==> src/rtl/servo_pkg.sv <==
// Shared types and constants for the servo command scheduler.
// Targets and applied values are signed 7-bit: dir ? +mag : -mag, range -63..+63.
package servo_pkg;

   localparam logic SERVO_FULLROT     = 1'b0;
   localparam logic SERVO_NORMAL      = 1'b1;
   localparam int   MAG_MAX           = 63;
   localparam int   PWM_PERIOD_CYCLES = 1601536;

   typedef struct packed {
      logic       servo;
      logic       dir;
      logic [5:0] mag;
   } servo_cmd_t;

   typedef logic signed [6:0] servo_val_t;

   // Command to signed target; both encodings of zero map to 0.
   function automatic servo_val_t cmd_to_val(servo_cmd_t cmd);
      servo_val_t m;
      m = {1'b0, cmd.mag};
      return cmd.dir ? m : -m;
   endfunction

   // Magnitude of a signed value; -63 is the most negative value ever stored.
   function automatic logic [5:0] val_to_mag(servo_val_t v);
      servo_val_t a;
      a = v[6] ? -v : v;
      return a[5:0];
   endfunction

endpackage

==> src/rtl/servo_slew_step.sv <==
// One slew step: move cur_val toward tgt_val by at most STEP, never overshooting.
// Arithmetic is done in 8-bit signed so differences up to +/-126 cannot overflow.
// STEP must lie in 1..127; a STEP of 127 always lands on the target.
module servo_slew_step
   import servo_pkg::*;
#(
   parameter int STEP = 4
) (
   input  servo_val_t cur_val,
   input  servo_val_t tgt_val,
   output servo_val_t nxt_val
);

   localparam logic signed [7:0] STEP_S = 8'(STEP);

   logic signed [7:0] cur_w;
   logic signed [7:0] tgt_w;
   logic signed [7:0] diff;
   logic signed [7:0] up_w;
   logic signed [7:0] dn_w;

   assign cur_w = {cur_val[6], cur_val};
   assign tgt_w = {tgt_val[6], tgt_val};
   assign diff  = tgt_w - cur_w;
   assign up_w  = cur_w + STEP_S;
   assign dn_w  = cur_w - STEP_S;

   // Clamp the move to STEP in either direction, otherwise land on the target.
   always_comb begin
      nxt_val = tgt_val;
      if (diff > STEP_S) begin
         nxt_val = up_w[6:0];
      end else if (diff < -STEP_S) begin
         nxt_val = dn_w[6:0];
      end
   end

endmodule

==> src/rtl/servo_cmd_scheduler.sv <==
// Shares one servo-controller command bus between a CPU port and a colour tracker
// for two servos. Each servo is held selected for HOLD_CYCLES so the controller
// always latches a stable command for it across a full PWM frame.
// Build option: define SERVO_SLEW_EN to rate-limit the applied value by SLEW_STEP
// per slot; without it the applied value jumps to the target at each slot.
module servo_cmd_scheduler
   import servo_pkg::*;
#(
   parameter int HOLD_CYCLES = 1700000,
   parameter int SLEW_STEP   = 4
) (
   input  logic       clk,
   input  logic       reset,
   input  logic       cpu_valid,
   output logic       cpu_ready,
   input  logic       cpu_servo,
   input  logic       cpu_dir,
   input  logic [5:0] cpu_mag,
   input  logic       trk_valid,
   output logic       trk_ready,
   input  logic       trk_servo,
   input  logic       trk_dir,
   input  logic [5:0] trk_mag,
   output logic       servo_select,
   output logic       direction,
   output logic [5:0] speed_angle,
   output logic       slot_start,
   output logic [1:0] applied
);

`ifdef SERVO_SLEW_EN
   localparam bit SLEW_EN = 1'b1;
`else
   localparam bit SLEW_EN = 1'b0;
`endif

   // Without slewing, a full-range step makes the applied value land on the target.
   localparam int STEP_EFF  = SLEW_EN ? SLEW_STEP : 2 * MAG_MAX + 1;
   localparam int CW        = (HOLD_CYCLES > 1) ? $clog2(HOLD_CYCLES) : 1;
   localparam logic [CW-1:0] CNT_LAST = CW'(HOLD_CYCLES - 1);

   servo_cmd_t cpu_cmd;
   servo_cmd_t trk_cmd;
   logic       cpu_acc;
   logic       trk_acc;

   servo_val_t tgt_q   [2];
   servo_val_t tgt_nxt [2];
   servo_val_t app_q   [2];
   servo_val_t app_step;

   logic [CW-1:0] cnt_q;
   logic          wrap;
   logic          sel_nxt;

   assign cpu_cmd = '{servo: cpu_servo, dir: cpu_dir, mag: cpu_mag};
   assign trk_cmd = '{servo: trk_servo, dir: trk_dir, mag: trk_mag};

   // CPU always wins; tracker only stalls when both address the same servo.
   assign cpu_ready = !reset;
   assign trk_ready = !reset && !(cpu_valid && (cpu_servo == trk_servo));
   assign cpu_acc   = cpu_valid && cpu_ready;
   assign trk_acc   = trk_valid && trk_ready;

   assign wrap    = (cnt_q == CNT_LAST);
   assign sel_nxt = ~servo_select;

   // Target write-through: the wrap-edge load sees a command accepted that same cycle.
   always_comb begin
      tgt_nxt = tgt_q;
      if (cpu_acc) begin
         tgt_nxt[cpu_cmd.servo] = cmd_to_val(cpu_cmd);
      end
      if (trk_acc) begin
         tgt_nxt[trk_cmd.servo] = cmd_to_val(trk_cmd);
      end
   end

   servo_slew_step #(
      .STEP (STEP_EFF)
   ) u_slew (
      .cur_val (app_q[sel_nxt]),
      .tgt_val (tgt_nxt[sel_nxt]),
      .nxt_val (app_step)
   );

   // Target registers; arbitration guarantees the two writes never hit the same servo.
   always_ff @(posedge clk) begin
      if (reset) begin
         tgt_q <= '{default: '0};
      end else begin
         tgt_q <= tgt_nxt;
      end
   end

   // Slot counter, 0..HOLD_CYCLES-1.
   always_ff @(posedge clk) begin
      if (reset) begin
         cnt_q <= '0;
      end else if (wrap) begin
         cnt_q <= '0;
      end else begin
         cnt_q <= cnt_q + 1'b1;
      end
   end

   // Bus outputs and applied values change only at the slot wrap edge.
   always_ff @(posedge clk) begin
      if (reset) begin
         servo_select <= 1'b0;
         direction    <= 1'b0;
         speed_angle  <= '0;
         slot_start   <= 1'b0;
         app_q        <= '{default: '0};
      end else begin
         slot_start <= wrap;
         if (wrap) begin
            servo_select   <= sel_nxt;
            app_q[sel_nxt] <= app_step;
            direction      <= !app_step[6];
            speed_angle    <= val_to_mag(app_step);
         end
      end
   end

   assign applied = {app_q[1] == tgt_q[1], app_q[0] == tgt_q[0]};

endmodule

==> config.mk <==
export PLATFORM = sky130hd
export DESIGN_NAME = servo_cmd_scheduler
export DESIGN_NICKNAME = d
export VERILOG_FILES = /design/src/rtl/servo_pkg.sv /design/src/rtl/servo_slew_step.sv /design/src/rtl/servo_cmd_scheduler.sv
export SDC_FILE = /design/constraint.sdc
export NUM_CORES = 1
export LEC_CHECK = 0
export BUFFER_PORTS_ARGS = -buffer_cell sky130_fd_sc_hd__buf_2
export CAP_MARGIN = 10
export CORE_ASPECT_RATIO = 1.1
export CORE_MARGIN = 2
export CORE_UTILIZATION = 40
export CTS_CLUSTER_DIAMETER = 40
export DETAILED_ROUTE_END_ITERATION = 7
export MAX_ROUTING_LAYER = met4
export PLACE_DENSITY_LB_ADDON = 0.2
export SYNTH_ARGS = -nofsm -noshare
export SYNTH_HDL_FRONTEND = slang
export SYNTH_SLANG_ARGS = --single-unit
==> constraint.sdc <==
create_clock -name clk -period 4.4 [get_ports clk]
set_clock_uncertainty 0.1 [all_clocks]
set_input_delay 0.22 -clock clk [delete_from_list [all_inputs] [get_ports clk]]
set_output_delay 0.22 -clock clk [all_outputs]
set_load 0.01 [all_outputs]
Yosys cells after proc, flatten, opt, wreduce, memory -nomap -nowiden. Index checks and enable logic that the tools add are counted.

Bitwise logic cells: 4. Equal/unequal tests: 4. Muxes and demuxes: 22. $add $sub $neg: 7. Reductions and logical operators: 11. Order comparisons: 8.

Operator list (number): 7-bit 2-to-1 mux (13); 14-bit bitwise mux (3); 14-bit 2-to-1 mux (2); 21-bit by 1-bit adder with 21-bit output (second input constant) (1); 7-bit demux with 1-bit select (3); 21-bit equality test (second input constant) (1); 7-bit equality test (2); 6-bit negation with 7-bit output (2); 8-bit greater-than comparator (second input constant) (1); 8-bit less-than comparator (second input constant) (1); 7-bit by 7-bit subtractor with 8-bit output (1); 7-bit by 1-bit adder with 7-bit output (second input constant) (1); 1-bit logical AND (7); 7-bit by 1-bit subtractor with 7-bit output (second input constant) (1); 2-bit >= comparator (second input constant) (3); 2-bit by 1-bit less-than comparator with 1-bit output (second input constant) (3); 6-bit 2-to-1 mux (1); 6-bit negation (1); 1-bit inverter with 2-bit output (3); 1-bit zero test (3); 2-bit OR reduction (1); 1-bit equality test (1); 1-bit inverter (1).

Register bits after elaboration: 58. Logic and storage cells: 65.

Logic depth before layout (Yosys ltp). Gate-level depths: netlist of the first run.

Depth after elaboration: 18. Mapped depth: 16.

Modules after synthesis. From an unflattened synthesis of the first run, not the netlist that was laid out.

Cell total of the unflattened synthesis: 417. Area total of the unflattened synthesis: 3668.5 µm².

Modules (own cells, without submodules): servo_cmd_scheduler (sequential area each 1161.1 µm², area each 3174.3 µm², cells an instance 360, times used 1); servo_slew_step (sequential area each 0.0 µm², area each 494.2 µm², cells an instance 57, times used 1).

Worst setup path after synthesis of the first run. Ideal clock, no wire load.

Path kind: input -> register. Start: in trk_servo. End: reg speed_angle[5]. Required time: 4.238 ns. Data arrival time: 3.778 ns. Stages on the path: 14. Path buffers: 1. Setup slack: 0.460 ns. Path through: or3b_1 > or3_1 > o211ai_1 > and2_1 > inv_1 > fa_1 > nor4b_1 > nand4_1 > or2_2 > buf_1 > nor3_1 > o211ai_2 > or4_1 > nand3_1.

Cells in the longest elaborated chain, start to end: 16. Elaborated cells between the ends (all ways): 23. Those cells by class: 2 x add/sub; 4 x order compare; 1 x eq/ne; 10 x mux; 1 x bitwise; 5 x reduce/logical.

RTL lines: start: declaration (line servo_cmd_scheduler.sv:21) `input logic trk_servo,`; 1-bit inverter with 2-bit output (not written as such) (line servo_cmd_scheduler.sv:75) `tgt_nxt[trk_cmd.servo] = cmd_to_val(trk_cmd);`; 2-bit >= comparator (not written as such) or 2-bit by 1-bit less-than comparator with 1-bit output (tied branches) (line servo_cmd_scheduler.sv:75); 1-bit logical AND (not written as such) (line servo_cmd_scheduler.sv:75); 7-bit 2-to-1 mux (not written as such) (line servo_cmd_scheduler.sv:75); 7-bit demux with 1-bit select (line servo_cmd_scheduler.sv:75); 14-bit bitwise mux (line servo_cmd_scheduler.sv:75); 14-bit 2-to-1 mux (*) (line servo_cmd_scheduler.sv:74) `if (trk_acc) begin`; 7-bit 2-to-1 mux (not written as such) (*) (3 in series) (line servo_cmd_scheduler.sv:83) `.tgt_val (tgt_nxt[sel_nxt]),`; 7-bit by 7-bit subtractor with 8-bit output (line servo_slew_step.sv:24) `assign diff = tgt_w - cur_w;`; 8-bit less-than comparator (line servo_slew_step.sv:33) `end else if (diff < -STEP_S) begin`; 7-bit 2-to-1 mux (line servo_slew_step.sv:33); 7-bit 2-to-1 mux (*) (line servo_slew_step.sv:31) `if (diff > STEP_S) begin`; 6-bit negation (line servo_pkg.sv:28) `a = v[6] ? -v : v;`; 6-bit 2-to-1 mux (*) (line servo_pkg.sv:28); end signal: assignment (line servo_cmd_scheduler.sv:121) `speed_angle <= val_to_mag(app_step);`; end: declaration (line servo_cmd_scheduler.sv:26) `output logic [5:0] speed_angle,`.

Every way passes the cells marked *; elsewhere a longest branch is shown, timed or not. The select of a mux whose other input is x is not followed. A chain may end at the register's enable or synchronous reset.

Final worst setup path of the first run.
Start: in reset. End: reg speed_angle[5].

Cells in the longest elaborated chain, start to end: 14. Elaborated cells between the ends (all ways): 17. Those cells by class: 2 x add/sub; 2 x order compare; 9 x mux; 4 x reduce/logical.

RTL lines: start: declaration (line servo_cmd_scheduler.sv:13) `input logic reset,`; 1-bit zero test (line servo_cmd_scheduler.sv:60, servo_cmd_scheduler.sv:61); 1-bit logical AND (line servo_cmd_scheduler.sv:62) `assign cpu_acc = cpu_valid && cpu_ready;`; 14-bit 2-to-1 mux (line servo_cmd_scheduler.sv:71) `if (cpu_acc) begin`; 14-bit bitwise mux (line servo_cmd_scheduler.sv:75); 14-bit 2-to-1 mux (line servo_cmd_scheduler.sv:74); 7-bit 2-to-1 mux (not written as such) (3 in series) (line servo_cmd_scheduler.sv:83); 7-bit by 7-bit subtractor with 8-bit output (line servo_slew_step.sv:24); 8-bit less-than comparator (line servo_slew_step.sv:33); 7-bit 2-to-1 mux (line servo_slew_step.sv:33); 7-bit 2-to-1 mux (line servo_slew_step.sv:31); 6-bit negation (line servo_pkg.sv:28); 6-bit 2-to-1 mux (line servo_pkg.sv:28).

Parallel ways exist; a longest one is shown, timed or not. The select of a mux whose other input is x is not followed.

==> results of run 1 <==
==> report_power, final <==
group	total (mW)	internal, mW	switching (mW)
Sequential	0.546	0.535	0.0111
Combinational	0.193	0.0776	0.116
Clock	0.451	0.219	0.232
Total	1.19	0.832	0.359
==> registers in the layout, indices dropped and copies added (netlist names) <==
name          count
direction         1
cnt_q            21
slot_start        1
tgt_q            14
speed_angle       6
app_q            14
servo_select      1
==> how the worst max path moves through the flow <==
stage,startpoint,to,slack (ns),depth (start not counted)
after floorplan,trk_servo,speed_angle[5],0.46,14
after global placement,reset,speed_angle[5],0.21,14
after detailed placement,reset,speed_angle[5],0.11,14
after CTS,reset,speed_angle[5],0.44,14
after global routing,servo_select,speed_angle[5],0.11,13
final,reset,speed_angle[5],0.40,14
==> through the flow <==
| step | power, mW | worst slack (ns) |
|---|---|---|
| floorplan | 0.686 | 0.460 |
| global placement | 0.747 | 0.208 |
| detailed placement | 0.747 | 0.107 |
| CTS | 1.19 | 0.438 |
| global route | 1.24 | 0.108 |
| finish | 1.19 | 0.405 |
==> critical path, delay by kind of cell <==
kind,cells,cell delay [ns]
AOI/OAI and AO/OA,2,0.34
adders and majority gates,1,0.49
and+or+nand+nor,9,2.88
buffers and inverters,2,0.24
==> cell type report <==
class                   count  share of cell area, %
flip-flops and latches     58                   27.6
clock buffers              10                   3.28
clock inverters             6                  0.983
multi-input cells         349                   57.3
repair buffers             45                   6.43
inverters                  11                  0.983
well taps                 114                   3.39
==> per-layer routing <==
| metal | vias to the layer above | track usage [%] |
|---|---|---|
| li1 | 1688 | - |
| met1 | 1625 | 27.7 |
| met3 | 14 | 5.19 |
| met2 | 68 | 34.8 |
| met5 | - | - |
| met4 | 0 | 5.71 |
==> cell usage in the layout (no fill, tap or decap), types with 10 or more instances in the layout <==
cell      synthesis  layout
xnor2_1          16      16
a211oi_1         11      11
dfxtp_1          58      58
buf_4             0      12
nand2_1          16      16
nor3_1           15      15
ha_1             13      13
inv_1            11      11
nor2_1           67      67
and2_1           14      14
xor2_1           21      21
clkbuf_8          0      10
a21oi_1          16      16
nand3_1          15      15
buf_2             2      32
mux2i_1          13      13
==> cells by family after synthesis <==
kind of cell             Yosys count
buffers and inverters             29
multiplexers                      16
flip-flops                        58
adder cells (fa/ha/maj)           14
XOR/XNOR                          37
AND/OR/NAND/NOR                  180
AO/OA/AOI/OAI                    102
==> cells in the mapped netlist, types with 9 or more instances <==
cell / number / area share, %
clkbuf_1: 11 / 1.1
inv_1: 11 / 1.1
nand2_1: 16 / 1.6
a21oi_1: 16 / 2.2
xnor2_1: 16 / 3.8
a211oi_1: 11 / 2.2
dfxtp_1: 58 / 31
and2_1: 14 / 2.4
ha_1: 13 / 4.4
xor2_1: 21 / 5.0
mux2i_1: 13 / 3.5
nor3_1: 15 / 2.0
nand3_1: 15 / 2.0
nor2_1: 67 / 6.8
o21ai_0: 9 / 1.2
==> flow_summary.ini, run 1 <==
[critical_path]
cp_data_required_time_ns = 4.58
cp.arrival_ns = 4.18
r2r-end = speed_angle[5]
start_kind = primary input
critPathMaxStageDelay_ns = 0.56
worstSetupPathType = primary input to register
cp_max_fo = 11
slowest_stage = or4_1
r2r_start = servo_select
critical_path.cell_chain = buf_2 -> or3b_1 -> or3_1 -> o211ai_1 -> and2_1 -> inv_1 -> fa_1 -> nor4b_1 -> nand4_1 -> or2_2 -> nor3_1 -> o211ai_2 -> or4_1 -> nand3_1
ff2ff_setup_slack_ns = 0.45
r2r.worst_path.cells = 13
critPathCaptureType = register

[placed_design]
gp_congestion = 0.987
placed_cells = 577
place_area_um2 = 4020
dpl.hpwl_mm = 7.81
io_buffers = 32

[logic_synthesis]
ys_ff_latch = 58
syn-num-nets = 470
syn_area_per_cell_um2 = 8.47
yosysSeqAreaShare_pct = 31.4
synth_top_family_by_area = simple AND/OR/NAND/NOR gates
synth_fa_ha_area_share_pct = 4.94
yosys_warnings = 0
synthFlopType = dfxtp_1
ys_types = 68
async_flop_share_pct = 0
synth_compound_area_share_pct = 22.0
synth_xor_area_share_pct = 8.77
synthMuxAreaShare_pct = 4.44
syn_inst = 436
synth_area_um2 = 3690
yosys.area_share.simple_pct = 25.0
synth_edf_count = 0

[drt]
first_iter_violations = 153
dr.max_layer_used = met4
wl_met1_mm = 4.71
dr_wl_met2_mm = 4.95
vias = 3395
ant_nets = 0
drc = 0
dr_wl_met3_um = 395
drt-total-wl_mm = 10.2
drtPass1Iterations = 4
wl_per_cell_um = 17.2
viasPerCell = 5.73

[floorplan]
io_pins = 33
die_y_um = 105
fp.dieW_um = 95.6
core_area_um2 = 8920
die_area_um2 = 10000
initial_core_util_pct = 41.4
num_rows = 36

[finish]
antenna_cells = 0
multi_input_area_um2 = 2410
area_growth_pct = 13.7
layout.nets = 508
drive_above_1_share_pct = 15.9
fin_area_um2 = 4200
stdcell_count = 593
num-fill-cells = 890
final-seq-area_um2 = 1160
postLayoutCoreUtil_pct = 47.1

[clock_network]
cts_tree = yes
numCtsBuffers = 9
cts_setup_buffers = 0
numClockSinks = 58
cts_root_buf = clkbuf_8
hold_buffers = 0
clock_latency_ns = 0.35
cts_max_path_buffers = 2
clkTransAtPathRegs_ns = 0.07
h-tree-depth = 3
cts_resized = 0

[flow_run]
maxCapViolations = 0

[global_route]
grt_max_degree = 28
grt_pass1_wl_mm = 16.5
grt_pass1_vias = 3224
antenna_found_initial = 0
grt_overflow = 0
grt_util_all_layers_pct = 21.9

[run_status]
outcome = complete, no violations

[timing]
slew_headroom_pct = 46.1
finalHoldViolations = 0
tightestPinTransition_ns = 0.800
fmax_ghz = 0.250
fin_crit_ns = 4.00
tns_ns = 0
rsz0062_at_grt = false
slew_violations = 0
setup_viol = 0
fin_crit_sh_pct = 90.8
hold_ws_ns = 0.111

[hold_path]
hp-start = trk_mag[0]
holdPathEnd = tgt_q[7]
min_path_type = primary input to register
hold_depth = 3

[pwr]
powerDensity_nw_per_um2 = 283
leakage_nw = 1.61
ir_drop_mv = 0.141
Note: power is estimated with default switching activity, not from simulation.
==> run 2, diff against run 1 <==
- CELL_PAD_IN_SITES_DETAIL_PLACEMENT: default -> 1
- CELL_PAD_IN_SITES_GLOBAL_PLACEMENT: default -> 1
- CORE_UTILIZATION: 40 -> 35
==> run 2 against run 1 <==
  * Clock-buffer cell count grew 1
  * Critical path depth grew 2
  * Register-to-register slack gained 0.17 ns
  * Clock power grew 68%
  * Maximum frequency grew 0.21%
  * Combinational power grew 3%
  * Critical endpoint unchanged
  * Largest power group is now the clock network
==> flow_summary.ini, run 2 (same netlist as run 1, synthesis figures left out) <==
[run_status]
outcome = complete, no violations

[floorplan]
initial_core_util_pct = 35.7
fp.dieW_um = 102
num_rows = 39
die_area_um2 = 11400
io_pins = 33
die_y_um = 112
core_area_um2 = 10300

[critical_path]
cp.arrival_ns = 4.15
critPathCaptureType = register
start_kind = primary input
cp_max_fo = 8
worstSetupPathType = primary input to register
cp_data_required_time_ns = 4.57

[clock_network]
clkTransAtPathRegs_ns = 0.05
numCtsBuffers = 9
cts_resized = 0
numClockSinks = 58
clock_latency_ns = 0.33
cts_tree = yes
hold_buffers = 0
cts_setup_buffers = 0
cts_root_buf = clkbuf_16
h-tree-depth = 3
cts_max_path_buffers = 2

[pwr]
ir_drop_mv = 0.228
switching_share_pct = 25.1
powerDensity_nw_per_um2 = 341
power_frac_seq_pct = 36.4
intPower_mw = 1.12
power.switching_uw = 377
clockPowerShare_pct = 50.3
leakage_nw = 1.69
combPwrFrac_pct = 13.2

[timing]
setup_viol = 0
fin_crit_sh_pct = 90.6
slew_violations = 0
slew_headroom_pct = 40.3
tns_ns = 0
fin_crit_ns = 3.99
tightestPinTransition_ns = 0.886
worst_slack_ns = 0.413
finalHoldViolations = 0
fmax_ghz = 0.251
hold_ws_ns = 0.144
rsz0062_at_grt = false

[finish]
drive_above_1_share_pct = 16.2
num-fill-cells = 1275
layout_commonest_cell = nor2_1
top_regs = cnt_q: 21 flops, app_q: 14 flops, tgt_q: 14 flops
layout.nets = 510
layout_common_cells = nor2_1 (67), dfxtp_1 (58), buf_2 (32), xor2_1 (21)
largest_reg_flops = 21
regMostFlops = cnt_q
antenna_cells = 0
area_growth_pct = 19.1
stdcell_count = 624

[drt]
ant_nets = 0
first_iter_violations = 168
viasPerCell = 5.56
drt-total-wl_mm = 11.6
drtPass1Iterations = 4
wl_per_cell_um = 18.6
drc = 0
vias = 3467

[placed_design]
dpl.hpwl_mm = 8.85
placed_cells = 608
gp_congestion = 0.902
place_ws_ns = 0.0639
io_buffers = 32

[global_route]
antenna_found_initial = 0
grt_util_all_layers_pct = 22.0
grt_pass1_wl_mm = 18.7
grt_overflow = 0
grt_pass1_vias = 3500
grt_max_degree = 26

[flow_run]
maxCapViolations = 0

[hold_path]
min_path_type = primary input to register
[run 2: per-stage QoR]
stage	instance area (µm²)	power [mW]	utilization [%]
3_3_place_gp	4070	0.750	39.4
5_1_grt	4400	1.57	42.5
6_report	4400	1.50	42.5
2_1_floorplan	3690	0.686	-
3_5_place_dp	4070	0.755	39.4
4_1_cts	4390	1.52	42.5
[run 2: worst max-delay path: stages]
cell and delay, ns:
buf_2 0.15, inv_1 0.11, ha_1 0.24, nor3b_1 0.16
o21a_1 0.18, nor3_1 0.36, o221ai_1 0.29, and2_1 0.23
ha_1 0.29, nor4_1 0.28, nand4_1 0.16, or2_2 0.40
a31oi_4 0.30, o211ai_2 0.16, or4_1 0.54, nand3_1 0.09
[run 2: power groups by stage]
stage                     Combinational [mW]  Sequential [mW]  Clock (mW)
after global routing                   0.220            0.548       0.799
after global placement                 0.192            0.558           0
after CTS                              0.198            0.547       0.772
after floorplan                        0.132            0.554           0
final                                  0.199            0.547       0.756
after detailed placement               0.196            0.558           0
[run 2: area by class of cell]
class	instances	area, µm²	area share (%)
multi-input combinational	349	2410	54.8
sequential	58	1160	26.4
clock inverter	5	77.6	1.76
clock buffer	11	243	5.52
timing repair buffer	47	285	6.48
tap	143	179	4.07
inverter	11	41.3	0.939
[run 2: path summary, 6_finish.rpt]
| path | startpoint | to | slack, ns | depth (start not counted) |
|---|---|---|---|---|
| hold reg to reg | speed_angle[1] | speed_angle[1] | 0.36 | 1 |
| setup reg to reg | servo_select | speed_angle[5] | 0.62 | 11 |
| hold / removal | trk_mag[0] | tgt_q[0] | 0.14 | 3 |
| setup / recovery | cpu_mag[0] | speed_angle[5] | 0.41 | 16 |
[run 2: metal layers]
layer,track usage [%],vias to the layer above,part of all wire [%]
met1,28.6,1700,47
met3,4.08,15,4.1
li1,-,1695,-
met4,6.40,0,2.0
met2,34.8,57,47
met5,-,-,0
